==> src/rtl/hub75_receiver.sv <==
// HUB75 LED-panel bus receiver: synchronizes the panel interface into clk_in,
// shifts pixels into a working row buffer and hands each latched row to a
// consumer over a valid/ready handshake, together with the OE-low cycle count.
module hub75_receiver #(
    parameter int unsigned NUM_COLS  = 64,
    parameter int unsigned SCAN_RATE = 32,
    localparam int unsigned AddrW    = $clog2(SCAN_RATE),
    localparam int unsigned RowW     = 3 * NUM_COLS
) (
    input  logic             clk_in,
    input  logic             rst_n_in,
    input  logic             hub75_clk,
    input  logic             hub75_latch,
    input  logic             hub75_oe,
    input  logic [2:0]       hub75_rgb0,
    input  logic [2:0]       hub75_rgb1,
    input  logic [AddrW-1:0] hub75_addr,
    output logic             row_valid,
    input  logic             row_ready,
    output logic [AddrW-1:0] row_addr,
    output logic [RowW-1:0]  row_rgb0,
    output logic [RowW-1:0]  row_rgb1,
    output logic [15:0]      row_oe_cycles,
    output logic             length_err,
    output logic             overflow
);

    localparam int unsigned ColW = $clog2(NUM_COLS) + 1;

    typedef enum logic [0:0] {StIdle, StFill} state_e;

    // Synchronizer stages (s1/s2) plus delayed copy (s3) for edge detection
    logic             clk_s1_q, clk_s2_q, clk_s3_q;
    logic             latch_s1_q, latch_s2_q, latch_s3_q;
    logic             oe_s1_q, oe_s2_q;
    logic [2:0]       rgb0_s1_q, rgb0_s2_q, rgb1_s1_q, rgb1_s2_q;
    logic [AddrW-1:0] addr_s1_q, addr_s2_q;

    // Registered events with the data that belongs to them
    logic             shift_evt_q, latch_evt_q, oe_p_q;
    logic [2:0]       rgb0_p_q, rgb1_p_q;
    logic [AddrW-1:0] addr_p_q;

    // Events are ignored until the pipeline holds only post-reset samples,
    // so a panel clock already high at reset release is not seen as an edge.
    logic [2:0] warm_q, warm_d;
    logic       en;

    state_e            state_q, state_d;
    logic [ColW-1:0]   col_q, col_d;
    logic [RowW-1:0]   buf0_q, buf0_d, buf1_q, buf1_d;
    logic [15:0]       oe_cnt_q, oe_cnt_d;
    logic              row_valid_q, row_valid_d;
    logic [AddrW-1:0]  row_addr_q, row_addr_d;
    logic [RowW-1:0]   row_rgb0_q, row_rgb0_d, row_rgb1_q, row_rgb1_d;
    logic [15:0]       row_oe_q, row_oe_d;
    logic              length_err_q, length_err_d;
    logic              overflow_q, overflow_d;

    logic shift, latch, accept;

    // Input synchronizers, edge detection and event pipeline
    always_ff @(posedge clk_in or negedge rst_n_in) begin
        if (!rst_n_in) begin
            clk_s1_q    <= 1'b0;
            clk_s2_q    <= 1'b0;
            clk_s3_q    <= 1'b0;
            latch_s1_q  <= 1'b0;
            latch_s2_q  <= 1'b0;
            latch_s3_q  <= 1'b0;
            oe_s1_q     <= 1'b0;
            oe_s2_q     <= 1'b0;
            rgb0_s1_q   <= '0;
            rgb0_s2_q   <= '0;
            rgb1_s1_q   <= '0;
            rgb1_s2_q   <= '0;
            addr_s1_q   <= '0;
            addr_s2_q   <= '0;
            shift_evt_q <= 1'b0;
            latch_evt_q <= 1'b0;
            oe_p_q      <= 1'b0;
            rgb0_p_q    <= '0;
            rgb1_p_q    <= '0;
            addr_p_q    <= '0;
        end else begin
            clk_s1_q    <= hub75_clk;
            clk_s2_q    <= clk_s1_q;
            clk_s3_q    <= clk_s2_q;
            latch_s1_q  <= hub75_latch;
            latch_s2_q  <= latch_s1_q;
            latch_s3_q  <= latch_s2_q;
            oe_s1_q     <= hub75_oe;
            oe_s2_q     <= oe_s1_q;
            rgb0_s1_q   <= hub75_rgb0;
            rgb0_s2_q   <= rgb0_s1_q;
            rgb1_s1_q   <= hub75_rgb1;
            rgb1_s2_q   <= rgb1_s1_q;
            addr_s1_q   <= hub75_addr;
            addr_s2_q   <= addr_s1_q;
            shift_evt_q <= clk_s2_q & ~clk_s3_q;
            latch_evt_q <= latch_s2_q & ~latch_s3_q;
            oe_p_q      <= oe_s2_q;
            rgb0_p_q    <= rgb0_s2_q;
            rgb1_p_q    <= rgb1_s2_q;
            addr_p_q    <= addr_s2_q;
        end
    end

    // Capture state, row output registers and sticky flags
    always_ff @(posedge clk_in or negedge rst_n_in) begin
        if (!rst_n_in) begin
            warm_q       <= '0;
            state_q      <= StIdle;
            col_q        <= '0;
            buf0_q       <= '0;
            buf1_q       <= '0;
            oe_cnt_q     <= '0;
            row_valid_q  <= 1'b0;
            row_addr_q   <= '0;
            row_rgb0_q   <= '0;
            row_rgb1_q   <= '0;
            row_oe_q     <= '0;
            length_err_q <= 1'b0;
            overflow_q   <= 1'b0;
        end else begin
            warm_q       <= warm_d;
            state_q      <= state_d;
            col_q        <= col_d;
            buf0_q       <= buf0_d;
            buf1_q       <= buf1_d;
            oe_cnt_q     <= oe_cnt_d;
            row_valid_q  <= row_valid_d;
            row_addr_q   <= row_addr_d;
            row_rgb0_q   <= row_rgb0_d;
            row_rgb1_q   <= row_rgb1_d;
            row_oe_q     <= row_oe_d;
            length_err_q <= length_err_d;
            overflow_q   <= overflow_d;
        end
    end

    // Next-state: shift into the working buffer, then handle latch and handshake
    always_comb begin
        warm_d       = warm_q;
        state_d      = state_q;
        col_d        = col_q;
        buf0_d       = buf0_q;
        buf1_d       = buf1_q;
        oe_cnt_d     = oe_cnt_q;
        row_valid_d  = row_valid_q;
        row_addr_d   = row_addr_q;
        row_rgb0_d   = row_rgb0_q;
        row_rgb1_d   = row_rgb1_q;
        row_oe_d     = row_oe_q;
        length_err_d = length_err_q;
        overflow_d   = overflow_q;

        en = (warm_q == 3'd4);
        if (!en) begin
            warm_d = warm_q + 3'd1;
        end
        shift  = en && shift_evt_q;
        latch  = en && latch_evt_q;
        accept = row_valid_q && row_ready;

        if (en && !oe_p_q && oe_cnt_q != 16'hFFFF) begin
            oe_cnt_d = oe_cnt_q + 16'd1;
        end

        // Shift is applied first so a coincident latch includes its pixel
        if (shift) begin
            state_d = StFill;
            if (col_q < ColW'(NUM_COLS)) begin
                for (int unsigned c = 0; c < NUM_COLS; c++) begin
                    if (col_q == ColW'(c)) begin
                        buf0_d[3*c +: 3] = rgb0_p_q;
                        buf1_d[3*c +: 3] = rgb1_p_q;
                    end
                end
                col_d = col_q + ColW'(1);
            end else begin
                col_d = ColW'(NUM_COLS + 1);
            end
        end

        if (accept) begin
            row_valid_d = 1'b0;
        end

        if (latch) begin
            if (!row_valid_q || accept) begin
                row_valid_d = 1'b1;
                row_addr_d  = addr_p_q;
                row_rgb0_d  = buf0_d;
                row_rgb1_d  = buf1_d;
                row_oe_d    = oe_cnt_q;
            end else begin
                overflow_d = 1'b1;
            end
            if ((state_q == StIdle && !shift) || col_d != ColW'(NUM_COLS)) begin
                length_err_d = 1'b1;
            end
            state_d  = StIdle;
            col_d    = '0;
            buf0_d   = '0;
            buf1_d   = '0;
            oe_cnt_d = '0;
        end
    end

    assign row_valid     = row_valid_q;
    assign row_addr      = row_addr_q;
    assign row_rgb0      = row_rgb0_q;
    assign row_rgb1      = row_rgb1_q;
    assign row_oe_cycles = row_oe_q;
    assign length_err    = length_err_q;
    assign overflow      = overflow_q;

endmodule
==> config.mk <==
export PLATFORM = sky130hd
export DESIGN_NAME = hub75_receiver
export DESIGN_NICKNAME = d
export VERILOG_FILES = /design/src/rtl/hub75_receiver.sv
export SDC_FILE = /design/constraint.sdc
export NUM_CORES = 1
export LEC_CHECK = 0
export CORE_ASPECT_RATIO = 0.6
export CORE_MARGIN = 2
export CORE_UTILIZATION = 55
export DETAILED_ROUTE_END_ITERATION = 6
export PLACE_DENSITY = 0.87
export SLEW_MARGIN = 20
export SYNTH_ARGS = -nofsm -noshare
export SYNTH_HDL_FRONTEND = slang
export SYNTH_SLANG_ARGS = --single-unit
==> constraint.sdc <==
create_clock -name clk_in -period 2.4 [get_ports clk_in]
set_input_delay 0.6 -clock clk_in [delete_from_list [all_inputs] [get_ports clk_in]]
set_output_delay 0.6 -clock clk_in [all_outputs]
set_load 0.005 [all_outputs]
==> impl_metrics.tcl <==
set metrics [dict create \
    status "finished with violations" \
    violations "DRC" \
    r2r_cells 5 \
    grt_pass1_wl_microns 141000 \
    ys.flop_type "dfrtp_1" \
    drive_above_1_share_pct 11.8 \
    start_util_pct 55.4 \
    core_area_sq_mm 0.0606 \
    clk_latency_ns 0.63 \
    hpwl_microns 57800 \
    die_h_microns 195 \
    path_buf_inv 1 \
    nFillCells 4057 \
    start_kind "flop" \
    final_common_cell "dfrtp_1" \
    layout_common_cells "dfrtp_1 (857), clkdlybuf4s50_1 (423), nand2_1 (403)" \
    timing.hold.ws_ns 0.347 \
    tns_ns 0 \
    drt-total-wl_microns 90300 \
    fp.dieArea_sq_mm 0.0631 \
    nets 3344 \
    seq_area_frac_synth_pct 64.4 \
    first_global_vias 24300 \
    path_depth 5 \
    cts_tree "done" \
    synth_cell_types 51 \
    die_width_microns 323 \
    fin_crit_ns 2.32 \
    syn_inst 2859 \
    fin_util_pct 70.2 \
    synth_area_sq_mm 0.0336 \
    crit_path_cell_trace "buf_4 > and4b_1 > nand2_1 > a2111oi_1 > mux2i_1" \
    clk_path_buf_depth 3 \
    port_buffers 424 \
    ant_nets 0 \
    vias 23700 \
    dp.cells 4056 \
    synthArstFlopShare_pct 100 \
    gr-usage-all-layers_pct 29.0 \
    p_per_area_mw_per_mm2 714 \
    clockRootBuffer "clkbuf_16" \
    worstSetupPathType "reg2reg" \
    gp_congestion 0.846 \
    syn_to_final_growth_pct 26.7 \
    final_max_slew_viol_count 0 \
    worst_pin_slew_ns 0.813 \
    crit_fanout 11 \
    finalHoldViolCount 0 \
    path_clk_slew_ns 0.07 \
    cpLargestDelayFamily "flip-flops" \
    finalSetupViolCount 0 \
    synth_seq_cells 863 \
    ys_warn_count 0 \
    maxSlewHeadroom_pct 45.8 \
    grt_max_degree 133 \
    critPathLaunch "warm_q[2]" \
    drc_errors 2 \
    ir_drop_uv 562 \
    crit_slowest_cell "dfrtp_1" \
    drt_first_pass_iters 7 \
    max_stage_delay_ns 0.66 \
    ff2ff_setup_slack_ns 0.08 \
    required_ns 2.94 \
    routedWlPerCell_microns 21.5 \
    diodes 0 \
    fin_cells 4206 \
    antenna_found_initial 0 \
    r2r_end "oe_cnt_q[12]" \
    fin_crit_sh_pct 96.8 \
    rr_startpoint "warm_q[2]" \
    timing.fmax_ghz 0.431 \
    clock-sinks 863 \
    cts_buffers 77 \
    cts.htree.levels 3 \
    hold_path_class "reg2reg" \
    syn-num-nets 2883 \
    critPathCaptureType "flop" \
    fin_worst_skew_ns 0.0258 \
    leakagePower_nw 19.0 \
    synth-edff-count 0 \
    pin_count 425 \
    maxCapViolCount 0 \
    rows 70 \
    avgViaCountPerCell 5.64 \
    grt_overflow_total 0 \
    endpoint "oe_cnt_q[12]" \
    drt_iter0_markers 2467 \
    arrival_ns 2.86 \
    syn-mean-instance-area_sq_um 11.7 \
]
## final cells by class
class / instances / area, sq um / area share, %
clock buffers: 110 / 2260 / 5.32
clock inverters: 27 / 370 / 0.871
inverters: 6 / 22.5 / 0.0530
multi-input cells: 1785 / 11100 / 26.0
flip-flops and latches: 863 / 21600 / 50.8
well taps: 828 / 1040 / 2.44
repair buffers: 587 / 6150 / 14.5
## worst min-delay path by stage
stage / cells after the start / from / end
5_1_grt: 0 / addr_s2_q[1] / addr_p_q[1]
3_5_place_dp: 0 / addr_s1_q[3] / addr_s2_q[3]
2_1_floorplan: 0 / rst_n_in / addr_p_q[0]
4_1_cts: 0 / oe_s2_q / oe_p_q
6_report: 0 / addr_s2_q[3] / addr_p_q[3]
3_3_place_gp: 0 / rgb0_s2_q[0] / rgb0_p_q[0]
## Yosys cell counts (2+ instances only)
library cell	number	area [sq um]
a21o_1	2	15.0
a21oi_1	18	90.1
a31oi_1	3	18.8
and3_1	8	50.1
and4_1	2	17.5
buf_1	21	78.8
buf_12	2	40.0
buf_2	32	160
buf_4	8	60.1
buf_6	5	56.3
clkbuf_1	136	510
dfrtp_1	863	21600
ha_1	7	87.6
inv_1	6	22.5
mux2_2	21	236
mux2i_1	385	3850
nand2_1	404	1520
nand2b_1	3	18.8
nand3_1	8	40.0
nand3_4	2	35.0
nand3b_1	4	30.0
nand4_1	6	37.5
nand4_4	2	42.5
nand4b_1	4	35.0
nor2_1	397	1490
nor2b_1	4	25.0
nor3_1	2	10.0
nor3_4	64	1040
o21ai_0	88	440
o21ai_1	307	1540
o311ai_0	3	26.3
o31ai_1	8	60.1
o41ai_1	2	17.5
or3_1	6	37.5
or3b_1	2	17.5
or4_1	9	67.6
## flip-flops by register name (all words and copies together) (netlist names), 3 cells and up
register and flops:
rgb0_s2_q 3, rgb0_p_q 3, addr_p_q 5, oe_cnt_q 16, buf1_q 192, warm_q 3
row_addr 5, rgb1_s1_q 3, row_rgb0 192, buf0_q 192, addr_s1_q 5, rgb1_p_q 3
rgb1_s2_q 3, addr_s2_q 5, rgb0_s1_q 3, row_rgb1 192, row_oe_cycles 16, col_q 7
## logic make-up (layout without fill, tap and decap cells)
group / count (synthesis) / in the layout / synth area share [%]
buffers and inverters: 211 / 730 / 2.81
and+or+nand+nor: 932 / 932 / 13.6
DFF: 863 / 863 / 64.4
xor gates and xnor gates: 2 / 2 / 0.0522
AOI/OAI and AO/OA: 438 / 438 / 6.74
adders and majority gates: 7 / 7 / 0.261
muxes: 406 / 406 / 12.2
## metal layers
| metal | GRT usage (%) | vias to the layer above | wire length (microns) |
|---|---|---|---|
| li1 | - | 10600 | - |
| met1 | 43.1 | 12100 | 39700 |
| met2 | 44.1 | 885 | 42100 |
| met3 | 5.40 | 151 | 6190 |
| met4 | 8.77 | 0 | 2270 |
| met5 | 0 | - | 0 |
## worst reg2reg max path: stages (launching register included)
cell and delay, ns:
dfrtp_1 0.66, buf_4 0.23, and4b_1 0.30, nand2_1 0.23
a2111oi_1 0.58, mux2i_1 0.25
## power breakdown
part           leakage (nW)  switching [mW]  internal [mW]
combinational          5.84            1.48          0.836
clock                  1.30            5.53           7.37
sequential             11.9           0.279           14.9
total                  19.0            7.29           23.1
## what timing repair did
item                                   4_1_cts  5_1_grt
setup endpoints to repair                    0      116
resized for setup                            0       11
endpoints found under the hold margin       25        0
hold buffers                                 1        0
setup buffers                                0       12
## per-stage QoR
step | power (mW) | setup slack (ns) | cell area, sq um
CTS | 30.5 | 0.00933 | 42300
floorplan | 16.4 | 0.322 | 33600
global route | 31.4 | -0.00633 | 42500
global placement | 17.6 | 0.0876 | 39700
finish | 30.4 | 0.0778 | 42500
detailed placement | 17.7 | 0.0212 | 39700
Power figures use the tool's default switching activity.
